File: src/rtl/axi_mem_arbiter.sv
// Round-robin arbiter sharing one AXI4 master port between the IFU (read-only)
// and the LSU (read/write); one complete transaction is granted at a time.
module axi_mem_arbiter #(
    parameter int         ADDR_W = 32,
    parameter int         DATA_W = 32,
    parameter logic [3:0] IFU_ID = 4'h0,
    parameter logic [3:0] LSU_ID = 4'h1
) (
    input  logic                clock,
    input  logic                reset,

    input  logic                i_ifu_arvalid,
    output logic                o_ifu_arready,
    input  logic [ADDR_W-1:0]   i_ifu_araddr,
    input  logic [7:0]          i_ifu_arlen,
    input  logic [2:0]          i_ifu_arsize,
    input  logic [1:0]          i_ifu_arburst,
    output logic                o_ifu_rvalid,
    input  logic                i_ifu_rready,
    output logic [DATA_W-1:0]   o_ifu_rdata,
    output logic [1:0]          o_ifu_rresp,
    output logic                o_ifu_rlast,

    input  logic                i_lsu_arvalid,
    output logic                o_lsu_arready,
    input  logic [ADDR_W-1:0]   i_lsu_araddr,
    input  logic [7:0]          i_lsu_arlen,
    input  logic [2:0]          i_lsu_arsize,
    input  logic [1:0]          i_lsu_arburst,
    output logic                o_lsu_rvalid,
    input  logic                i_lsu_rready,
    output logic [DATA_W-1:0]   o_lsu_rdata,
    output logic [1:0]          o_lsu_rresp,
    output logic                o_lsu_rlast,

    input  logic                i_lsu_awvalid,
    output logic                o_lsu_awready,
    input  logic [ADDR_W-1:0]   i_lsu_awaddr,
    input  logic [7:0]          i_lsu_awlen,
    input  logic [2:0]          i_lsu_awsize,
    input  logic [1:0]          i_lsu_awburst,
    input  logic                i_lsu_wvalid,
    output logic                o_lsu_wready,
    input  logic [DATA_W-1:0]   i_lsu_wdata,
    input  logic [DATA_W/8-1:0] i_lsu_wstrb,
    input  logic                i_lsu_wlast,
    output logic                o_lsu_bvalid,
    input  logic                i_lsu_bready,
    output logic [1:0]          o_lsu_bresp,

    output logic                o_io_master_awvalid,
    input  logic                i_io_master_awready,
    output logic [3:0]          o_io_master_awid,
    output logic [ADDR_W-1:0]   o_io_master_awaddr,
    output logic [7:0]          o_io_master_awlen,
    output logic [2:0]          o_io_master_awsize,
    output logic [1:0]          o_io_master_awburst,
    output logic                o_io_master_wvalid,
    input  logic                i_io_master_wready,
    output logic [DATA_W-1:0]   o_io_master_wdata,
    output logic [DATA_W/8-1:0] o_io_master_wstrb,
    output logic                o_io_master_wlast,
    input  logic                i_io_master_bvalid,
    output logic                o_io_master_bready,
    input  logic [3:0]          i_io_master_bid,
    input  logic [1:0]          i_io_master_bresp,
    output logic                o_io_master_arvalid,
    input  logic                i_io_master_arready,
    output logic [3:0]          o_io_master_arid,
    output logic [ADDR_W-1:0]   o_io_master_araddr,
    output logic [7:0]          o_io_master_arlen,
    output logic [2:0]          o_io_master_arsize,
    output logic [1:0]          o_io_master_arburst,
    input  logic                i_io_master_rvalid,
    output logic                o_io_master_rready,
    input  logic [3:0]          i_io_master_rid,
    input  logic [DATA_W-1:0]   i_io_master_rdata,
    input  logic [1:0]          i_io_master_rresp,
    input  logic                i_io_master_rlast
);

    typedef enum logic [2:0] {
        IDLE, IFU_RD, LSU_RD, LSU_WR_A, LSU_WR_D, LSU_WR_B
    } state_t;

    localparam logic GRANT_IFU = 1'b0;
    localparam logic GRANT_LSU = 1'b1;

    state_t r_state;
    state_t w_nextState;
    logic   r_lastGrant;
    logic   r_wlastDone;
    logic   w_grantIfu;
    logic   w_grantLsu;
    logic   w_wlastHs;
    logic   w_lsuReq;
    logic   w_unused;

    // Response IDs are not used for routing: only one transaction is ever in flight.
    assign w_unused = ^{i_io_master_bid, i_io_master_rid};
    assign w_lsuReq = i_lsu_awvalid | i_lsu_arvalid;

    assign o_io_master_arid    = (r_state == LSU_RD) ? LSU_ID        : IFU_ID;
    assign o_io_master_araddr  = (r_state == LSU_RD) ? i_lsu_araddr  : i_ifu_araddr;
    assign o_io_master_arlen   = (r_state == LSU_RD) ? i_lsu_arlen   : i_ifu_arlen;
    assign o_io_master_arsize  = (r_state == LSU_RD) ? i_lsu_arsize  : i_ifu_arsize;
    assign o_io_master_arburst = (r_state == LSU_RD) ? i_lsu_arburst : i_ifu_arburst;

    assign o_io_master_awid    = LSU_ID;
    assign o_io_master_awaddr  = i_lsu_awaddr;
    assign o_io_master_awlen   = i_lsu_awlen;
    assign o_io_master_awsize  = i_lsu_awsize;
    assign o_io_master_awburst = i_lsu_awburst;
    assign o_io_master_wdata   = i_lsu_wdata;
    assign o_io_master_wstrb   = i_lsu_wstrb;
    assign o_io_master_wlast   = i_lsu_wlast;

    assign o_ifu_rdata = i_io_master_rdata;
    assign o_ifu_rresp = i_io_master_rresp;
    assign o_ifu_rlast = i_io_master_rlast;
    assign o_lsu_rdata = i_io_master_rdata;
    assign o_lsu_rresp = i_io_master_rresp;
    assign o_lsu_rlast = i_io_master_rlast;
    assign o_lsu_bresp = i_io_master_bresp;

    always_comb begin
        w_nextState         = r_state;
        w_grantIfu          = 1'b0;
        w_grantLsu          = 1'b0;
        w_wlastHs           = 1'b0;
        o_ifu_arready       = 1'b0;
        o_ifu_rvalid        = 1'b0;
        o_lsu_arready       = 1'b0;
        o_lsu_rvalid        = 1'b0;
        o_lsu_awready       = 1'b0;
        o_lsu_wready        = 1'b0;
        o_lsu_bvalid        = 1'b0;
        o_io_master_awvalid = 1'b0;
        o_io_master_wvalid  = 1'b0;
        o_io_master_bready  = 1'b0;
        o_io_master_arvalid = 1'b0;
        o_io_master_rready  = 1'b0;
        case (r_state)
            IDLE: begin
                // On a tie the requester not granted last time wins; LSU writes beat LSU reads.
                if (i_ifu_arvalid && (!w_lsuReq || r_lastGrant == GRANT_LSU)) begin
                    w_grantIfu  = 1'b1;
                    w_nextState = IFU_RD;
                end else if (w_lsuReq) begin
                    w_grantLsu  = 1'b1;
                    w_nextState = i_lsu_awvalid ? LSU_WR_A : LSU_RD;
                end
            end
            IFU_RD: begin
                o_io_master_arvalid = i_ifu_arvalid;
                o_ifu_arready       = i_io_master_arready;
                o_ifu_rvalid        = i_io_master_rvalid;
                o_io_master_rready  = i_ifu_rready;
                if (i_io_master_rvalid && i_ifu_rready && i_io_master_rlast)
                    w_nextState = IDLE;
            end
            LSU_RD: begin
                o_io_master_arvalid = i_lsu_arvalid;
                o_lsu_arready       = i_io_master_arready;
                o_lsu_rvalid        = i_io_master_rvalid;
                o_io_master_rready  = i_lsu_rready;
                if (i_io_master_rvalid && i_lsu_rready && i_io_master_rlast)
                    w_nextState = IDLE;
            end
            LSU_WR_A: begin
                // W may run ahead of AW; once its last beat is taken, further W is blocked.
                o_io_master_awvalid = i_lsu_awvalid;
                o_lsu_awready       = i_io_master_awready;
                o_io_master_wvalid  = i_lsu_wvalid & ~r_wlastDone;
                o_lsu_wready        = i_io_master_wready & ~r_wlastDone;
                w_wlastHs           = i_lsu_wvalid & ~r_wlastDone & i_io_master_wready & i_lsu_wlast;
                if (i_lsu_awvalid && i_io_master_awready)
                    w_nextState = (r_wlastDone || w_wlastHs) ? LSU_WR_B : LSU_WR_D;
            end
            LSU_WR_D: begin
                o_io_master_wvalid = i_lsu_wvalid;
                o_lsu_wready       = i_io_master_wready;
                w_wlastHs          = i_lsu_wvalid & i_io_master_wready & i_lsu_wlast;
                if (w_wlastHs)
                    w_nextState = LSU_WR_B;
            end
            LSU_WR_B: begin
                o_lsu_bvalid       = i_io_master_bvalid;
                o_io_master_bready = i_lsu_bready;
                if (i_io_master_bvalid && i_lsu_bready)
                    w_nextState = IDLE;
            end
            default: w_nextState = IDLE;
        endcase
    end

    always_ff @(posedge clock or negedge reset) begin
        if (!reset) begin
            r_state     <= IDLE;
            r_lastGrant <= GRANT_LSU;
            r_wlastDone <= 1'b0;
        end else begin
            r_state <= w_nextState;
            if (w_grantIfu)
                r_lastGrant <= GRANT_IFU;
            else if (w_grantLsu)
                r_lastGrant <= GRANT_LSU;
            if (w_nextState == LSU_WR_A)
                r_wlastDone <= r_wlastDone | w_wlastHs;
            else
                r_wlastDone <= 1'b0;
        end
    end

endmodule
File: config.mk
export PLATFORM = sky130hd
export DESIGN_NAME = axi_mem_arbiter
export DESIGN_NICKNAME = d
export VERILOG_FILES = /design/src/rtl/axi_mem_arbiter.sv
export SDC_FILE = /design/constraint.sdc
export NUM_CORES = 1
export LEC_CHECK = 0
export CAP_MARGIN = 20
export CORE_AREA = 2 2 177 179
export DETAILED_ROUTE_END_ITERATION = 10
export DIE_AREA = 0 0 179 181
export SYNTH_ARGS = -nofsm -noshare
export SYNTH_HDL_FRONTEND = slang
export SYNTH_SLANG_ARGS = --single-unit
File: constraint.sdc
create_clock -name clock -period 3.7 [get_ports clock]
set_input_delay 0.555 -clock clock [delete_from_list [all_inputs] [get_ports clock]]
set_output_delay 0.555 -clock clock [all_outputs]
set_load 0.05 [all_outputs]
==> results.sh, run 1 <==
export IMPL_status="finished clean"
export IMPL_hp_start="r_lastGrant"
export IMPL_synth_async_reset_ratio_pct=100.0
export IMPL_synth_avg_cell_area_um2=8.213
export IMPL_crit_type="register to output port"
export IMPL_post_cts_resized=0
export IMPL_antenna_found_initial=2
export IMPL_die_h_um=181
export IMPL_yosysTopAreaCellShare_pct=56.36
export IMPL_h_tree_depth=1
export IMPL_p_total_mw=2.000
export IMPL_synth_seq_area_share_pct=5.785
export IMPL_synth_top_cell_by_area="buf_4"
export IMPL_grt_pass1_wl_um=11980
export IMPL_dp_slack_ns=0.8126
export IMPL_antennaDiodeCount=0
export IMPL_drc=0
export IMPL_areaGrowthSynthToFinish_pct=46.79
export IMPL_clk_pin_slew_worst_paths_ns=0.03
export IMPL_hpwl_um=8859
export IMPL_netlist_cell_type_count=29
export IMPL_hold_depth=2
export IMPL_postCtsSetupBuffers=0
export IMPL_skew_ns=0.0001807
export IMPL_cts_tree="done"
export IMPL_synth_ff_type="dfrtp_1"
export IMPL_ir_worst_vdd_uv=237.3
export IMPL_finalNonFillerCells=671
export IMPL_tns_ns=0
export IMPL_tightest_slew_ns=0.5887
export IMPL_setup_ws_ns=0.6025
export IMPL_slew_viol_final=0
export IMPL_hold_violations=0
export IMPL_ios=450
export IMPL_cp_max_fo=25
export IMPL_dr_pass1_iters=4
export IMPL_fin_crit_sh_pct=83.72
export IMPL_start_util_pct=7.198
export IMPL_hold_path_class="register to register"
export IMPL_die_x_um=179
export IMPL_grt_max_degree=26
export IMPL_wl_per_cell_um=14.81
export IMPL_layout_commonest_cell="clkdlybuf4s50_1"
export IMPL_die_area_um2=32400
export IMPL_end_kind="output port"
export IMPL_r2r_end="r_wlastDone"
export IMPL_ant_nets=0
export IMPL_grt_pass1_vias=1867
export IMPL_clk_latency_ns=0.23
export IMPL_cts_path_max_buffers=2
export IMPL_r2r_cells=4
export IMPL_num_vias=1796
export IMPL_io_buffers=166
export IMPL_clock_fmax_mhz=322.8
export IMPL_holdBufCountCts=0
export IMPL_drt_iter0_drc=30
export IMPL_timing_rr_start="r_state[0]"
export IMPL_postPlaceCellArea_um2=3128
export IMPL_required_ns=3.14
export IMPL_coreArea_um2=30350
export IMPL_synth_edff_count=0
export IMPL_nets=507
export IMPL_cts_buffers=3
export IMPL_drive_gt1_share_pct=20.00
export IMPL_vias_per_cell=2.677
export IMPL_cts_sinks=5
export IMPL_routed_wl_um=9939
export IMPL_p_leak_nw=1.063
export IMPL_final_min_clock_period_ns=3.098
export IMPL_final_cell_mix="clkdlybuf4s50_1 (165), mux2_2 (45), conb_1 (7)"
export IMPL_rrSetupSlack_ns=1.84
export IMPL_gr_total_overflow=0
export IMPL_yosysWarnings=0
export IMPL_power_density_nw_per_um2=623.6
export IMPL_fp_row_count=64
export IMPL_placedCellCount=667
export IMPL_worstSetupStartpointType="register"
export IMPL_finalInstanceArea_um2=3207
export IMPL_rsz0062_at_grt="false"
export IMPL_synthTopCellsByArea="buf_4 (56%), mux2_2 (23%), dfrtp_1 (4.6%), and2_1 (1.4%), dfstp_2 (1.2%)"
export IMPL_min_to="r_lastGrant"
export IMPL_cts_root_buf="clkbuf_16"
export IMPL_max_slew_margin_rel_pct=60.63
export IMPL_maxCapViolCount=0
export IMPL_synth_area_um2=2185
export IMPL_ys_ff_latch=5
export IMPL_synthCells=266
export IMPL_gp_congestion=0.6516
export IMPL_setup_viol=0
export IMPL_track_usage_pct=5.403
export IMPL_crit_arrival_ns=2.54
==> worst max path at each step <==
stage	startpoint	end	slack, ns
6_report	r_state[2]	o_io_master_araddr[20]	0.60
5_1_grt	r_state[2]	o_io_master_araddr[31]	0.50
3_5_place_dp	r_state[2]	o_io_master_arlen[0]	0.81
2_1_floorplan	r_state[0]	o_io_master_wvalid	1.43
3_3_place_gp	r_state[2]	o_io_master_arlen[0]	0.82
4_1_cts	r_state[2]	o_io_master_arlen[0]	0.57
==> layout make-up <==
cell class | count | area [um2]
fill | 3527 | 27140
clock buffer | 4 | 78.83
inverter | 1 | 3.754
tap | 396 | 495.5
timing repair buffer | 168 | 1674
sequential | 5 | 126.4
multi-input combinational | 97 | 828.3
==> sequential cells by signal, summed over array words and instances (netlist names) <==
signal / cells
r_state: 3
r_wlastDone: 1
r_lastGrant: 1
==> Yosys cell counts, types with 2 or more instances <==
cell	n
and3_1	4
o21a_1	3
buf_4	164
a22oi_1	2
conb_1	2
and2_1	5
nor2_1	5
buf_2	4
nand3_1	4
nor2b_1	4
nand2_1	4
mux2_2	45
dfrtp_1	4
==> power breakdown <==
part	switching [mW]	internal, mW	total (mW)	leakage, nW
logic	1.03	0.650	1.68	0.962
clock network	0.0370	0.143	0.180	0.0382
registers	0.0540	0.0808	0.135	0.0622
==> per-stage QoR <==
step	hold slack [ns]	util, %
final	0.5237	10.57
after global routing	0.5564	10.57
after CTS	0.5217	10.57
after detailed placement	0.5176	10.31
after global placement	0.5245	10.31
after floorplan	0.2594	-
==> critical path, stage by stage (launching register included) <==
cell and delay (ns):
dfrtp_1 0.52, nor3b_4 0.26, buf_4 0.35, mux2_2 0.39
clkdlybuf4s50_1 0.75
==> per-layer routing <==
metal	share of wire (%)	wire length (um)	up-vias	global-route usage, %
met5	0	0	-	0
met4	13	1303	0	6.569
met3	20	2030	109	3.788
met2	40	3997	231	8.246
met1	26	2607	733	4.021
li1	-	-	723	-
==> cells by family after synthesis <==
kind of cell           Yosys count  synth area share, %
multiplexers                    45                23.20
flip-flops                       5                5.785
AO/OA/AOI/OAI                   13                4.811
buffers and inverters          169                57.45
AND/OR/NAND/NOR                 32                8.419
other                            2               0.3438
Power figures use the tool's default switching activity.
==> run 2, diff against run 1 <==
--- a/config.mk
+++ b/config.mk
@@ -6,9 +6,9 @@
 export NUM_CORES = 1
 export LEC_CHECK = 0
 export CAP_MARGIN = 20
-export CORE_AREA = 2 2 177 179
+export CORE_AREA = 2 2 175 177
 export DETAILED_ROUTE_END_ITERATION = 10
-export DIE_AREA = 0 0 179 181
+export DIE_AREA = 0 0 177 179
 export SYNTH_ARGS = -nofsm -noshare
 export SYNTH_HDL_FRONTEND = slang
 export SYNTH_SLANG_ARGS = --single-unit
==> constraint.sdc (replaced) <==
create_clock -name clock -period 2.6 [get_ports clock]
set_input_delay 0.39 -clock clock [delete_from_list [all_inputs] [get_ports clock]]
set_output_delay 0.39 -clock clock [all_outputs]
set_load 0.05 [all_outputs]
==> run 2 against run 1 <==
Critical path depth stayed put. Worst hold slack worse by 0.13 ns. Via count is 3.3% lower. Final area is 3.2% lower. Count of clock-buffer cells in the layout stayed put. Die area is 2.2% lower. Combinational power is 39% higher. Non-clock buffer count is 1 lower. Largest power group unchanged. Routed wire length is 14% lower. Register-to-register slack worse by 1.1 ns. Worst setup slack worse by 0.38 ns.
==> results.sh, run 2 (synthesis gave the netlist of run 1 again) <==
export IMPL_maxCapViolCount=0
export IMPL_ant_nets=0
export IMPL_wl_per_cell_um=12.72
export IMPL_hold_path_class="primary input to async pin"
export IMPL_critPathSlowestCell="dfrtp_1"
export IMPL_clock_fmax_mhz=420.3
export IMPL_drc=0
export IMPL_largest_reg_flops=3
export IMPL_vias_per_cell=2.591
export IMPL_grt_pass1_vias=1707
export IMPL_track_usage_pct=4.620
export IMPL_ios=450
export IMPL_cts_tree="done"
export IMPL_max_slew_margin_rel_pct=66.79
export IMPL_antennaDiodeCount=0
export IMPL_cts_sinks=5
export IMPL_cp_num_buf_inv=2
export IMPL_postCtsSetupBuffers=0
export IMPL_crit_arrival_ns=1.99
export IMPL_num_vias=1736
export IMPL_holdBufCountCts=0
export IMPL_io_buffers=166
export IMPL_coreArea_um2=30030
export IMPL_crit_type="register to output port"
export IMPL_layout_commonest_cell="clkdlybuf4s50_1"
export IMPL_cts_buffers=3
export IMPL_fp_row_count=64
export IMPL_dr_pass1_iters=4
export IMPL_path_depth=4
export IMPL_die_x_um=177
export IMPL_crit_family="flip-flops"
export IMPL_p_int_mw=1.198
export IMPL_ir_worst_vdd_uv=560.8
export IMPL_gr_total_overflow=0
export IMPL_swShare_pct=56.95
export IMPL_crit_chain="nor3b_4 -> buf_12 -> mux2_2 -> buf_4"
export IMPL_die_h_um=179
export IMPL_cpPeakStageDelay_ns=0.52
export IMPL_grt_max_degree=50
export IMPL_post_cts_resized=0
export IMPL_cts_path_max_buffers=2
export IMPL_largestRegisters="r_state (3), r_lastGrant (1), r_wlastDone (1)"
export IMPL_nets=506
export IMPL_skew_ns=0.0007099
export IMPL_p_comb_share_pct=83.9
export IMPL_setup_viol=0
export IMPL_r2r_end="r_wlastDone"
export IMPL_h_tree_depth=1
export IMPL_p_leak_nw=1.134
export IMPL_gp_congestion=0.6410
export IMPL_slew_viol_final=0
export IMPL_routed_wl_um=8524
export IMPL_r2r_cells=4
export IMPL_clockPowerShare_pct=9.2
export IMPL_die_area_um2=31680
export IMPL_clk_latency_ns=0.23
export IMPL_tightest_slew_ns=0.4967
export IMPL_crit_start="r_state[2]"
export IMPL_worstSetupStartpointType="register"
export IMPL_top_register="r_state"
export IMPL_final_min_clock_period_ns=2.379
export IMPL_areaGrowthSynthToFinish_pct=42.10
export IMPL_n_fill_cell=3481
export IMPL_timing_rr_start="r_state[0]"
export IMPL_hpwl_um=7227
export IMPL_power_density_nw_per_um2=896.5
export IMPL_cts_root_buf="clkbuf_16"
export IMPL_drive_gt1_share_pct=40.88
export IMPL_hold_violations=0
export IMPL_clk_pin_slew_worst_paths_ns=0.03
export IMPL_required_ns=2.21
export IMPL_rrSetupSlack_ns=0.77
export IMPL_rsz0062_at_grt="false"
export IMPL_cp_endpoint="o_io_master_araddr[8]"
export IMPL_end_kind="output port"
export IMPL_start_util_pct=7.275
export IMPL_drt_iter0_drc=16
export IMPL_power_frac_seq_pct=6.9
export IMPL_p_total_mw=2.783
export IMPL_antenna_found_initial=0
export IMPL_tns_ns=0
export IMPL_p_switching_mw=1.585
export IMPL_final_cell_mix="clkdlybuf4s50_1 (107), buf_4 (56), mux2_2 (45)"
export IMPL_status="finished clean"
export IMPL_cp_max_fo=49
export IMPL_grt_pass1_wl_um=10360
export IMPL_fin_crit_sh_pct=91.52
## run 2: cell types whose count changed in the layout (fill, tap and decap cells not counted), sizes merged
| cell | before | now |
|---|---|---|
| clkdlybuf4s50 | 165 | 107 |
| buf | 3 | 60 |
## run 2: per-stage QoR
stage / cell area, um2 / utilization, % / worst slack [ns] / std cells / hold WS, ns
2_1_floorplan: 2203 / - / 0.4929 / 271 / 0.09441
3_3_place_gp: 3025 / 10.08 / 0.4073 / 666 / 0.5136
3_5_place_dp: 3025 / 10.08 / 0.4008 / 666 / 0.5129
4_1_cts: 3104 / 10.34 / 0.1931 / 670 / 0.3997
5_1_grt: 3104 / 10.34 / 0.1369 / 670 / 0.4182
6_report: 3104 / 10.34 / 0.2206 / 670 / 0.3902
## run 2: power by group through the flow
| stage | Clock [mW] | Combinational (mW) | Sequential (mW) |
|---|---|---|---|
| 6_report | 0.257 | 2.33 | 0.192 |
| 5_1_grt | 0.265 | 2.44 | 0.197 |
| 4_1_cts | 0.260 | 2.36 | 0.190 |
| 3_5_place_dp | 0 | 2.35 | 0.189 |
| 3_3_place_gp | 0 | 2.34 | 0.186 |
| 2_1_floorplan | 0 | 2.27 | 0.135 |
## run 2: worst min path at each step
stage	from	end	slack, ns
after floorplan	reset	r_state[0]	0.09
after CTS	reset	r_state[1]	0.40
final	reset	r_state[2]	0.39
after global placement	r_lastGrant	r_lastGrant	0.51
after global routing	reset	r_state[1]	0.42
after detailed placement	r_lastGrant	r_lastGrant	0.51
## run 2: cell type report
type,instances,area [um2],share of cell area (%)
Tap cell,396,495.5,15.96
Clock buffer,4,78.83,2.539
Sequential cell,5,126.4,4.071
Inverter,1,3.754,0.1209
Multi-Input combinational cell,97,828.3,26.68
Timing Repair Buffer,167,1572,50.62
## run 2: metal layers
layer	up-vias	part of all wire, %	GRT usage (%)
met5	-	0	0
met4	0	9.9	4.855
met3	102	19	3.138
met2	219	44	7.685
met1	697	27	3.381
li1	718	-	-
